**src/rtl/idma_mp_rsp_merge.sv**
```systemverilog
// Collects per-back-end completions for each issued transfer, in issue order, and
// emits one merged response per transfer with the targeted back-ends' errors OR-combined.
module idma_mp_rsp_merge #(
  parameter int unsigned NumBEs     = 4,
  parameter int unsigned IssueDepth = 4,
  parameter int unsigned BeRspDepth = 2
) (
  input  logic              clk_i,
  input  logic              rst_ni,
  input  logic [NumBEs-1:0] issue_mask_i,
  input  logic              issue_valid_i,
  output logic              issue_ready_o,
  input  logic [NumBEs-1:0] be_rsp_error_i,
  input  logic [NumBEs-1:0] be_rsp_valid_i,
  output logic [NumBEs-1:0] be_rsp_ready_o,
  output logic              rsp_error_o,
  output logic [NumBEs-1:0] rsp_err_mask_o,
  output logic              rsp_valid_o,
  input  logic              rsp_ready_i,
  output logic              busy_o
);

  localparam int unsigned IssPtrW = (IssueDepth > 1) ? $clog2(IssueDepth) : 1;
  localparam int unsigned IssCntW = $clog2(IssueDepth + 1);
  localparam int unsigned BePtrW  = (BeRspDepth > 1) ? $clog2(BeRspDepth) : 1;
  localparam int unsigned BeCntW  = $clog2(BeRspDepth + 1);
  localparam logic [IssCntW-1:0] IssFullCnt = IssCntW'(IssueDepth);
  localparam logic [BeCntW-1:0]  BeFullCnt  = BeCntW'(BeRspDepth);

  // Pointers wrap explicitly so depths need not be powers of two.
  function automatic logic [IssPtrW-1:0] iss_ptr_inc(input logic [IssPtrW-1:0] p);
    return (p == IssPtrW'(IssueDepth - 1)) ? '0 : p + IssPtrW'(1);
  endfunction

  function automatic logic [BePtrW-1:0] be_ptr_inc(input logic [BePtrW-1:0] p);
    return (p == BePtrW'(BeRspDepth - 1)) ? '0 : p + BePtrW'(1);
  endfunction

  logic [NumBEs-1:0]  iss_mem [IssueDepth];
  logic [IssPtrW-1:0] iss_wr_ptr, iss_rd_ptr;
  logic [IssCntW-1:0] iss_cnt;
  logic               iss_full, iss_empty, iss_push, iss_pop;
  logic [NumBEs-1:0]  head_mask;

  logic               be_mem [NumBEs][BeRspDepth];
  logic [BePtrW-1:0]  be_wr_ptr [NumBEs];
  logic [BePtrW-1:0]  be_rd_ptr [NumBEs];
  logic [BeCntW-1:0]  be_cnt [NumBEs];
  logic [NumBEs-1:0]  be_full, be_nonempty, be_push, be_pop, head_err;

  logic               out_free, merge;
  logic [NumBEs-1:0]  merge_mask;
  logic               rsp_vld_p1, rsp_err_p1;
  logic [NumBEs-1:0]  rsp_mask_p1;

  // ---- stage p0: FIFO status and merge decision ----
  assign iss_full      = (iss_cnt == IssFullCnt);
  assign iss_empty     = (iss_cnt == '0);
  assign issue_ready_o = !iss_full;
  assign iss_push      = issue_valid_i && !iss_full;
  assign head_mask     = iss_mem[iss_rd_ptr];

  always_comb begin
    be_full     = '0;
    be_nonempty = '0;
    head_err    = '0;
    for (int i = 0; i < NumBEs; i++) begin
      be_full[i]     = (be_cnt[i] == BeFullCnt);
      be_nonempty[i] = (be_cnt[i] != '0);
      head_err[i]    = be_mem[i][be_rd_ptr[i]];
    end
  end

  assign be_rsp_ready_o = ~be_full;
  assign be_push        = be_rsp_valid_i & ~be_full;

  assign out_free   = !rsp_vld_p1 || rsp_ready_i;
  assign merge      = !iss_empty && ((head_mask & ~be_nonempty) == '0) && out_free;
  assign iss_pop    = merge;
  assign be_pop     = {NumBEs{merge}} & head_mask;
  assign merge_mask = head_mask & head_err;

  always_ff @(posedge clk_i or negedge rst_ni) begin
    if (!rst_ni) begin
      iss_wr_ptr <= '0;
      iss_rd_ptr <= '0;
      iss_cnt    <= '0;
      for (int i = 0; i < NumBEs; i++) begin
        be_wr_ptr[i] <= '0;
        be_rd_ptr[i] <= '0;
        be_cnt[i]    <= '0;
      end
    end else begin
      if (iss_push) iss_wr_ptr <= iss_ptr_inc(iss_wr_ptr);
      if (iss_pop)  iss_rd_ptr <= iss_ptr_inc(iss_rd_ptr);
      if (iss_push && !iss_pop)      iss_cnt <= iss_cnt + IssCntW'(1);
      else if (!iss_push && iss_pop) iss_cnt <= iss_cnt - IssCntW'(1);
      for (int i = 0; i < NumBEs; i++) begin
        if (be_push[i]) be_wr_ptr[i] <= be_ptr_inc(be_wr_ptr[i]);
        if (be_pop[i])  be_rd_ptr[i] <= be_ptr_inc(be_rd_ptr[i]);
        if (be_push[i] && !be_pop[i])      be_cnt[i] <= be_cnt[i] + BeCntW'(1);
        else if (!be_push[i] && be_pop[i]) be_cnt[i] <= be_cnt[i] - BeCntW'(1);
      end
    end
  end

  always_ff @(posedge clk_i) begin
    if (iss_push) iss_mem[iss_wr_ptr] <= issue_mask_i;
    for (int i = 0; i < NumBEs; i++) begin
      if (be_push[i]) be_mem[i][be_wr_ptr[i]] <= be_rsp_error_i[i];
    end
  end

  // ---- stage p1: merged response register ----
  always_ff @(posedge clk_i or negedge rst_ni) begin
    if (!rst_ni) begin
      rsp_vld_p1  <= 1'b0;
      rsp_err_p1  <= 1'b0;
      rsp_mask_p1 <= '0;
    end else if (merge) begin
      rsp_vld_p1  <= 1'b1;
      rsp_err_p1  <= |merge_mask;
      rsp_mask_p1 <= merge_mask;
    end else if (rsp_ready_i) begin
      rsp_vld_p1  <= 1'b0;
      rsp_err_p1  <= 1'b0;
      rsp_mask_p1 <= '0;
    end
  end

  assign rsp_valid_o    = rsp_vld_p1;
  assign rsp_error_o    = rsp_err_p1;
  assign rsp_err_mask_o = rsp_mask_p1;
  assign busy_o         = !iss_empty || rsp_vld_p1;

`ifndef SYNTHESIS
  assert property (@(posedge clk_i) disable iff (!rst_ni) iss_push |-> !iss_full)
    else $error("issue push while full");
  assert property (@(posedge clk_i) disable iff (!rst_ni) (be_push & be_full) == '0)
    else $error("back-end push while full");
  assert property (@(posedge clk_i) disable iff (!rst_ni)
    rsp_vld_p1 && !rsp_ready_i |=> rsp_vld_p1)
    else $error("response valid dropped without ready");
  assert property (@(posedge clk_i) disable iff (!rst_ni)
    rsp_vld_p1 && !rsp_ready_i |=> $stable(rsp_mask_p1) && $stable(rsp_err_p1))
    else $error("response payload changed under backpressure");
`endif

endmodule

```
**config.mk**
```make
export PLATFORM = sky130hd
export DESIGN_NAME = idma_mp_rsp_merge
export DESIGN_NICKNAME = d
export VERILOG_FILES = /design/src/rtl/idma_mp_rsp_merge.sv
export SDC_FILE = /design/constraint.sdc
export NUM_CORES = 1
export LEC_CHECK = 0
export BUFFER_PORTS_ARGS = -buffer_cell sky130_fd_sc_hd__buf_2
export CAP_MARGIN = 30
export CORE_MARGIN = 2
export CORE_UTILIZATION = 40
export CTS_BUF_LIST = sky130_fd_sc_hd__clkbuf_8 sky130_fd_sc_hd__clkbuf_16
export CTS_CLUSTER_SIZE = 8
export DETAILED_ROUTE_END_ITERATION = 7
export PLACE_DENSITY_LB_ADDON = 0.1
export RECOVER_POWER = 25
export SETUP_SLACK_MARGIN = 0.3
export SLEW_MARGIN = 40
export SYNTH_ARGS = -nofsm -noshare
export SYNTH_HDL_FRONTEND = slang
export SYNTH_SLANG_ARGS = --single-unit
```
**constraint.sdc**
```tcl
create_clock -name clk_i -period 3.2 [get_ports clk_i]
set_input_delay 0.16 -clock clk_i [delete_from_list [all_inputs] [get_ports clk_i]]
set_output_delay 0.16 -clock clk_i [all_outputs]
set_load 0.05 [all_outputs]
```
==> impl_metrics.tcl, run 1 <==
set metrics [dict create \
    outcome "complete, but fails checks" \
    violations "max-capacitance violations, max-slew violations" \
    drt_pass1_iterations 4 \
    p_leak_nw 1.21 \
    post-route-min-period_ps 2730 \
    hp-class "primary input to flop" \
    wl_mm 4.41 \
    synth-compound-area-share 0.0224 \
    dieArea_sq_um 6790 \
    place_ws_ps 351 \
    finalPower_mw 3.26 \
    fmax_mhz 366 \
    synth_cells 183 \
    crit_fanout 9 \
    hold_violations 0 \
    nets 245 \
    drc_errors 0 \
    cp.required_ps 3390 \
    wl_per_cell_um 15.0 \
    routed-via-count 1465 \
    grt_usage 0.146 \
    drv_cap 1 \
    clockRootBuffer "clkbuf_8" \
    placed_cells 285 \
    synth_simple_gate_area_frac 0.135 \
    synth_adder_area_share 0.0591 \
    synth.mux.area_fraction 0.0983 \
    endpoint_kind "flop" \
    drive_above_1_share 0.224 \
    top_layer "met4" \
    drt_iter0_markers 78 \
    antenna_cells 0 \
    final_area_sq_um 2830 \
    grt_pass1_vias 1544 \
    num_io_pins 28 \
    worstSkewPairLatency_ps 300 \
    die_h_um 82.4 \
    netlist_area_sq_um 2460 \
    wl_met2_mm 2.21 \
    gp_congestion 0.849 \
    ys_ff_latch 53 \
    io_buffers 27 \
    die_w_um 82.4 \
    syn_nets 210 \
    rows 28 \
    core_area_sq_um 5920 \
    setup_viol 0 \
    start_kind "flop" \
    skew_ps 6.82 \
    cts.path.max_buffers 2 \
    synth_cell_types 31 \
    cts_tree "yes" \
    relSlewSlack -0.0469 \
    rsz0062_at_grt "false" \
    initial_core_util 0.415 \
    slew_viol_final 30 \
    clk_pin_slew_ps 90 \
    vdd_ir_drop_max_v 0.000589 \
    yosys.area_share.xor_xnor 0.0820 \
    yosysWarnings 0 \
    cts.sinks 53 \
    htree_levels 2 \
    r2r_slack_ps 470 \
    power_density_nw_per_um2 1150 \
    grt-ovfl-total 0 \
    place_area_sq_um 2690 \
    worstMarginPinSlew_ps 1570 \
    yosysSeqAreaShare 0.589 \
    route.antenna.remaining_nets 0 \
    wl_met1_mm 1.87 \
    setup_tns_ps 0 \
    synth_top_family_by_area "simple AND/OR/NAND/NOR gates" \
    hpwl_mm 3.35 \
    cp.arrival_ps 2920 \
    grt_first_pass_wirelength_mm 7.25 \
    antenna_found_initial 0 \
    path_class "flop to flop" \
    syn_avg_cell_area_sq_um 13.4 \
    grt_max_degree 30 \
    finalNonFillerCells 294 \
    dr_wl_met3_um 200 \
    cts_buffers 5 \
    postLayoutSetupSlackWorst_ps 466 \
    syn_to_final_growth_pct 15.1 \
    vias_per_cell 4.98 \
    min_period_over_period 0.854 \
]
-- cell type report --
cell class / count / area, sq um
multi-input combinational: 121 / 976
sequential: 53 / 1450
fill: 534 / 3090
clock inverter: 3 / 65.1
timing repair buffer: 30 / 151
tap: 75 / 93.8
clock buffer: 5 / 68.8
inverter: 7 / 26.3
-- cell families after synthesis --
kind of cell | count (synthesis)
AOI/OAI and AO/OA | 7
buffers and inverters | 9
adders and majority gates | 11
xor gates and xnor gates | 23
muxes | 20
DFF | 53
and+or+nand+nor | 60
-- layer usage --
layer	global-route usage	up-vias
met2	0.247	32
met1	0.173	708
met5	0	-
li1	-	714
met4	0.0717	0
met3	0.0359	11
-- per-stage QoR --
| step | hold WS (ps) | utilization |
|---|---|---|
| detailed placement | 231 | 0.455 |
| global route | 31.6 | 0.478 |
| global placement | 231 | 0.455 |
| floorplan | -136 | - |
| finish | 48.8 | 0.478 |
| CTS | 39.9 | 0.479 |
-- registers in the layout, summed over array words and instances (netlist names), 2 cells and up --
name,cells
iss_mem,16
be_cnt,8
be_mem,8
be_rd_ptr,4
be_wr_ptr,4
rsp_err_mask_o,4
iss_cnt,3
iss_rd_ptr,2
iss_wr_ptr,2
-- synth_stat cells --
cell type / count / area, sq um
a21oi_1: 1 / 5.00
a2bb2o_1: 2 / 20.0
a32o_1: 2 / 20.0
and2_0: 1 / 6.26
and3_1: 8 / 50.1
buf_1: 1 / 3.75
buf_2: 1 / 5.00
dfrtp_1: 29 / 726
edfxtp_1: 24 / 721
fa_1: 1 / 20.0
ha_1: 10 / 125
inv_1: 7 / 26.3
mux2_2: 11 / 124
mux2_4: 3 / 45.0
mux2i_1: 5 / 50.1
mux4_2: 1 / 22.5
nand2_1: 13 / 48.8
nand2b_1: 8 / 50.1
nand3_4: 1 / 17.5
nand4_1: 5 / 31.3
nor2_1: 14 / 52.6
nor2_2: 1 / 6.26
nor2b_1: 1 / 6.26
nor3_1: 4 / 20.0
nor3b_1: 1 / 7.51
nor4_1: 1 / 6.26
nor4_4: 1 / 21.3
nor4b_1: 1 / 8.76
o21ai_0: 2 / 10.0
xnor2_1: 13 / 114
xor2_1: 10 / 87.6
-- where the power goes --
part	total (mW)	switching, mW	internal [mW]
registers	1.20	0.216	0.984
logic	1.55	0.857	0.690
clock network	0.516	0.205	0.310
-- cells in the final DEF (no fill, tap or decap) --
master and instances:
nor2_1 14, nor2_2 1, dfrtp_2 1, and2_0 1, nor3b_1 1, nor4_4 1, a21oi_1 1, bufinv_16 2
buf_2 20, a2bb2o_1 2, clkbuf_8 5, xor2_1 10, and3_1 8, fa_1 1, clkinv_2 1, mux2_2 11
o21ai_0 2, mux2_4 3, dfrtp_1 28, nand2_1 13, ha_1 10, nand4_1 5, nor3_1 4, a32o_1 2
nor2b_1 1, mux4_2 1, dlygate4sd3_1 1, nand3_4 1, clkbuf_1 7, buf_4 2, edfxtp_1 24, inv_1 7
nor4_1 1, nor4b_1 1, mux2i_1 5, nand2b_1 8, xnor2_1 13
-- worst paths after layout --
kind                       depth (start not counted)                       from                   endpoint
setup / recovery                                   8  iss_rd_ptr[1]$_DFFE_PN0P_     iss_cnt[1]$_DFFE_PN0P_
setup reg to reg                                   8  iss_rd_ptr[1]$_DFFE_PN0P_     iss_cnt[1]$_DFFE_PN0P_
hold / removal                                     1          be_rsp_error_i[0]     be_mem[0][0]$_DFFE_PP_
min in group asynchronous                          2                     rst_ni   be_wr_ptr[1]$_DFFE_PN0P_
max in group asynchronous                          2                     rst_ni  iss_rd_ptr[1]$_DFFE_PN0P_
hold reg to reg                                    1   be_rd_ptr[3]$_DFFE_PN0P_   be_rd_ptr[3]$_DFFE_PN0P_
-- what timing repair did --
| item | in CTS | in global routing |
|---|---|---|
| setup endpoints to repair | 0 | 2 |
| endpoints found under the hold margin | 29 | 0 |
| hold buffers | 1 | 0 |
| setup buffers | 0 | 0 |
| resized for setup | 0 | 1 |
-- critical path: stages, from the launching register on --
cell     delay (ps)
dfrtp_2         490
mux2_2          380
a32o_1          280
nor2_2          280
nand3_4         210
ha_1            260
inv_1            70
fa_1            400
mux2_2          260
Power figures use the tool's default switching activity.
==> inputs of run 2 (changes only) <==
--- a/config.mk
+++ b/config.mk
@@ -12,6 +12,7 @@
 export CTS_BUF_LIST = sky130_fd_sc_hd__clkbuf_8 sky130_fd_sc_hd__clkbuf_16
 export CTS_CLUSTER_SIZE = 8
 export DETAILED_ROUTE_END_ITERATION = 7
+export MAX_ROUTING_LAYER = met4
 export PLACE_DENSITY_LB_ADDON = 0.1
 export RECOVER_POWER = 25
 export SETUP_SLACK_MARGIN = 0.3
==> run 2 against run 1 <==
Net effect: fmax about the same; register-to-register slack about the same; critical endpoint unchanged; critical path depth unchanged; the flow still finishes with violations (max-capacitance violations, max-slew violations); clock skew about the same; combinational power about the same; worst setup slack about the same; count of clock-buffer cells in the layout unchanged.
==> impl_metrics.tcl, run 2 (synthesis results as in run 1) <==
set metrics [dict create \
    outcome "complete, but fails checks" \
    violations "max-capacitance violations, max-slew violations" \
    clk_pin_slew_ps 90 \
    grt-ovfl-total 0 \
    vias_per_cell 4.98 \
    crit_top_cell "mux2_2" \
    grt_usage 0.150 \
    drc_errors 0 \
    cp.arrival_ps 2920 \
    initial_core_util 0.415 \
    worstMarginPinSlew_ps 1570 \
    finalNonFillerCells 294 \
    regArea_sq_um 1450 \
    cp.required_ps 3390 \
    core_area_sq_um 5920 \
    final_common_cell "dfrtp_1" \
    hold_violations 0 \
    crit_buf_inv 1 \
    drive_above_1_share 0.224 \
    use_met1 0.173 \
    io_buffers 27 \
    slew_viol_final 30 \
    cp_top_family "adder cells" \
    post_cts_buffers 0 \
    cts.path.max_buffers 2 \
    setup_tns_ps 0 \
    wl_mm 4.41 \
    regMostFlops "iss_mem" \
    fmax_mhz 366 \
    drt_iter0_markers 79 \
    wl_per_cell_um 15.0 \
    antenna_cells 0 \
    num_io_pins 28 \
    worstSkewPairLatency_ps 300 \
    drt_pass1_iterations 4 \
    gp_congestion 0.863 \
    p_leak_nw 1.21 \
    path_class "flop to flop" \
    cts_buffers 5 \
    worstSetupStartpoint "iss_rd_ptr[1]$_DFFE_PN0P_" \
    syn_to_final_growth_pct 15.1 \
    rows 28 \
    grt_pass1_vias 1544 \
    fillers 534 \
    die_h_um 82.4 \
    route.antenna.remaining_nets 0 \
    r2r-start "iss_rd_ptr[1]$_DFFE_PN0P_" \
    slowest_delay_ps 490 \
    min_period_over_period 0.854 \
    largest_reg_flops 16 \
    use_met2 0.247 \
    skew_ps 6.80 \
    start_kind "flop" \
    rsz0062_at_grt "false" \
    vdd_ir_drop_max_v 0.000589 \
    antenna_found_initial 0 \
    relSlewSlack -0.0469 \
    post-route-min-period_ps 2730 \
    crit_fanout 9 \
    grt_first_pass_wirelength_mm 7.24 \
    setup_viol 0 \
    met3_usage 0.0359 \
    dieArea_sq_um 6790 \
    cts_tree "yes" \
    cp_slowest_cell "dfrtp_2" \
    drv_cap 1 \
    top_usage_layer "met2" \
    hp-class "primary input to flop" \
    cts.sinks 53 \
    clockRootBuffer "clkbuf_8" \
    multi_input_area_sq_um 976 \
    endpoint_kind "flop" \
    die_w_um 82.4 \
    grt_max_degree 30 \
    nets 245 \
    power_density_nw_per_um2 1150 \
    most-common-layout-cells "28 x dfrtp_1, 24 x edfxtp_1, 20 x buf_2" \
    fin_util 0.478 \
    hold_start "be_rsp_error_i[0]" \
    htree_levels 2 \
    routed-via-count 1465 \
    crit_chain "mux2_2 -> a32o_1 -> nor2_2 -> nand3_4 -> ha_1 -> inv_1 -> fa_1 -> mux2_2" \
    placed_cells 285 \
    hpwl_mm 3.35 \
]
## run 2: cell counts in the layout (fill, tap and decap cells not counted)
Identical to the previous run, type by type.
## run 2: path summary, 6_finish.rpt
check	end	slack, ps	cells past startpoint
max reg2reg	iss_cnt[1]$_DFFE_PN0P_	470	8
min	be_mem[0][0]$_DFFE_PP_	50	1
min reg2reg	be_rd_ptr[3]$_DFFE_PN0P_	490	1
min in group asynchronous	be_wr_ptr[1]$_DFFE_PN0P_	770	2
max in group asynchronous	iss_rd_ptr[1]$_DFFE_PN0P_	1400	2
max	iss_cnt[1]$_DFFE_PN0P_	470	8
## run 2: layout make-up
type                    count  area share
clock buffers               5      0.0243
clock inverters             3      0.0230
inverters                   7     0.00929
multi-input cells         121       0.345
flip-flops and latches     53       0.512
well taps                  75      0.0332
repair buffers             30      0.0535
## run 2: layer usage
layer | up-vias | wire length (um)
met5 | - | 0
met4 | 0 | 128
met3 | 11 | 196
met2 | 32 | 2210
met1 | 708 | 1870
li1 | 714 | -
## run 2: where the power goes
group / leakage [nW] / total, mW / internal (mW) / switching [mW]
Clock: 0.0681 / 0.516 / 0.310 / 0.206
Sequential: 0.567 / 1.20 / 0.984 / 0.216
Combinational: 0.579 / 1.55 / 0.690 / 0.857
Total: 1.21 / 3.26 / 1.98 / 1.28
## run 2: per-stage QoR
step                setup slack, ps  hold slack, ps  cell area, sq um  power, mW
floorplan                       572            -136              2460       2.41
finish                          467            48.7              2830       3.26
CTS                             344            39.9              2840       3.29
global placement                477             231              2690       2.69
detailed placement              351             231              2690       2.76
global route                    329            31.6              2830       3.52
## run 2: timing repair
item,4_1_cts,5_1_grt
endpoints found under the hold margin,29,0
resized for setup,0,1
setup endpoints to repair,0,2
hold buffers,1,0
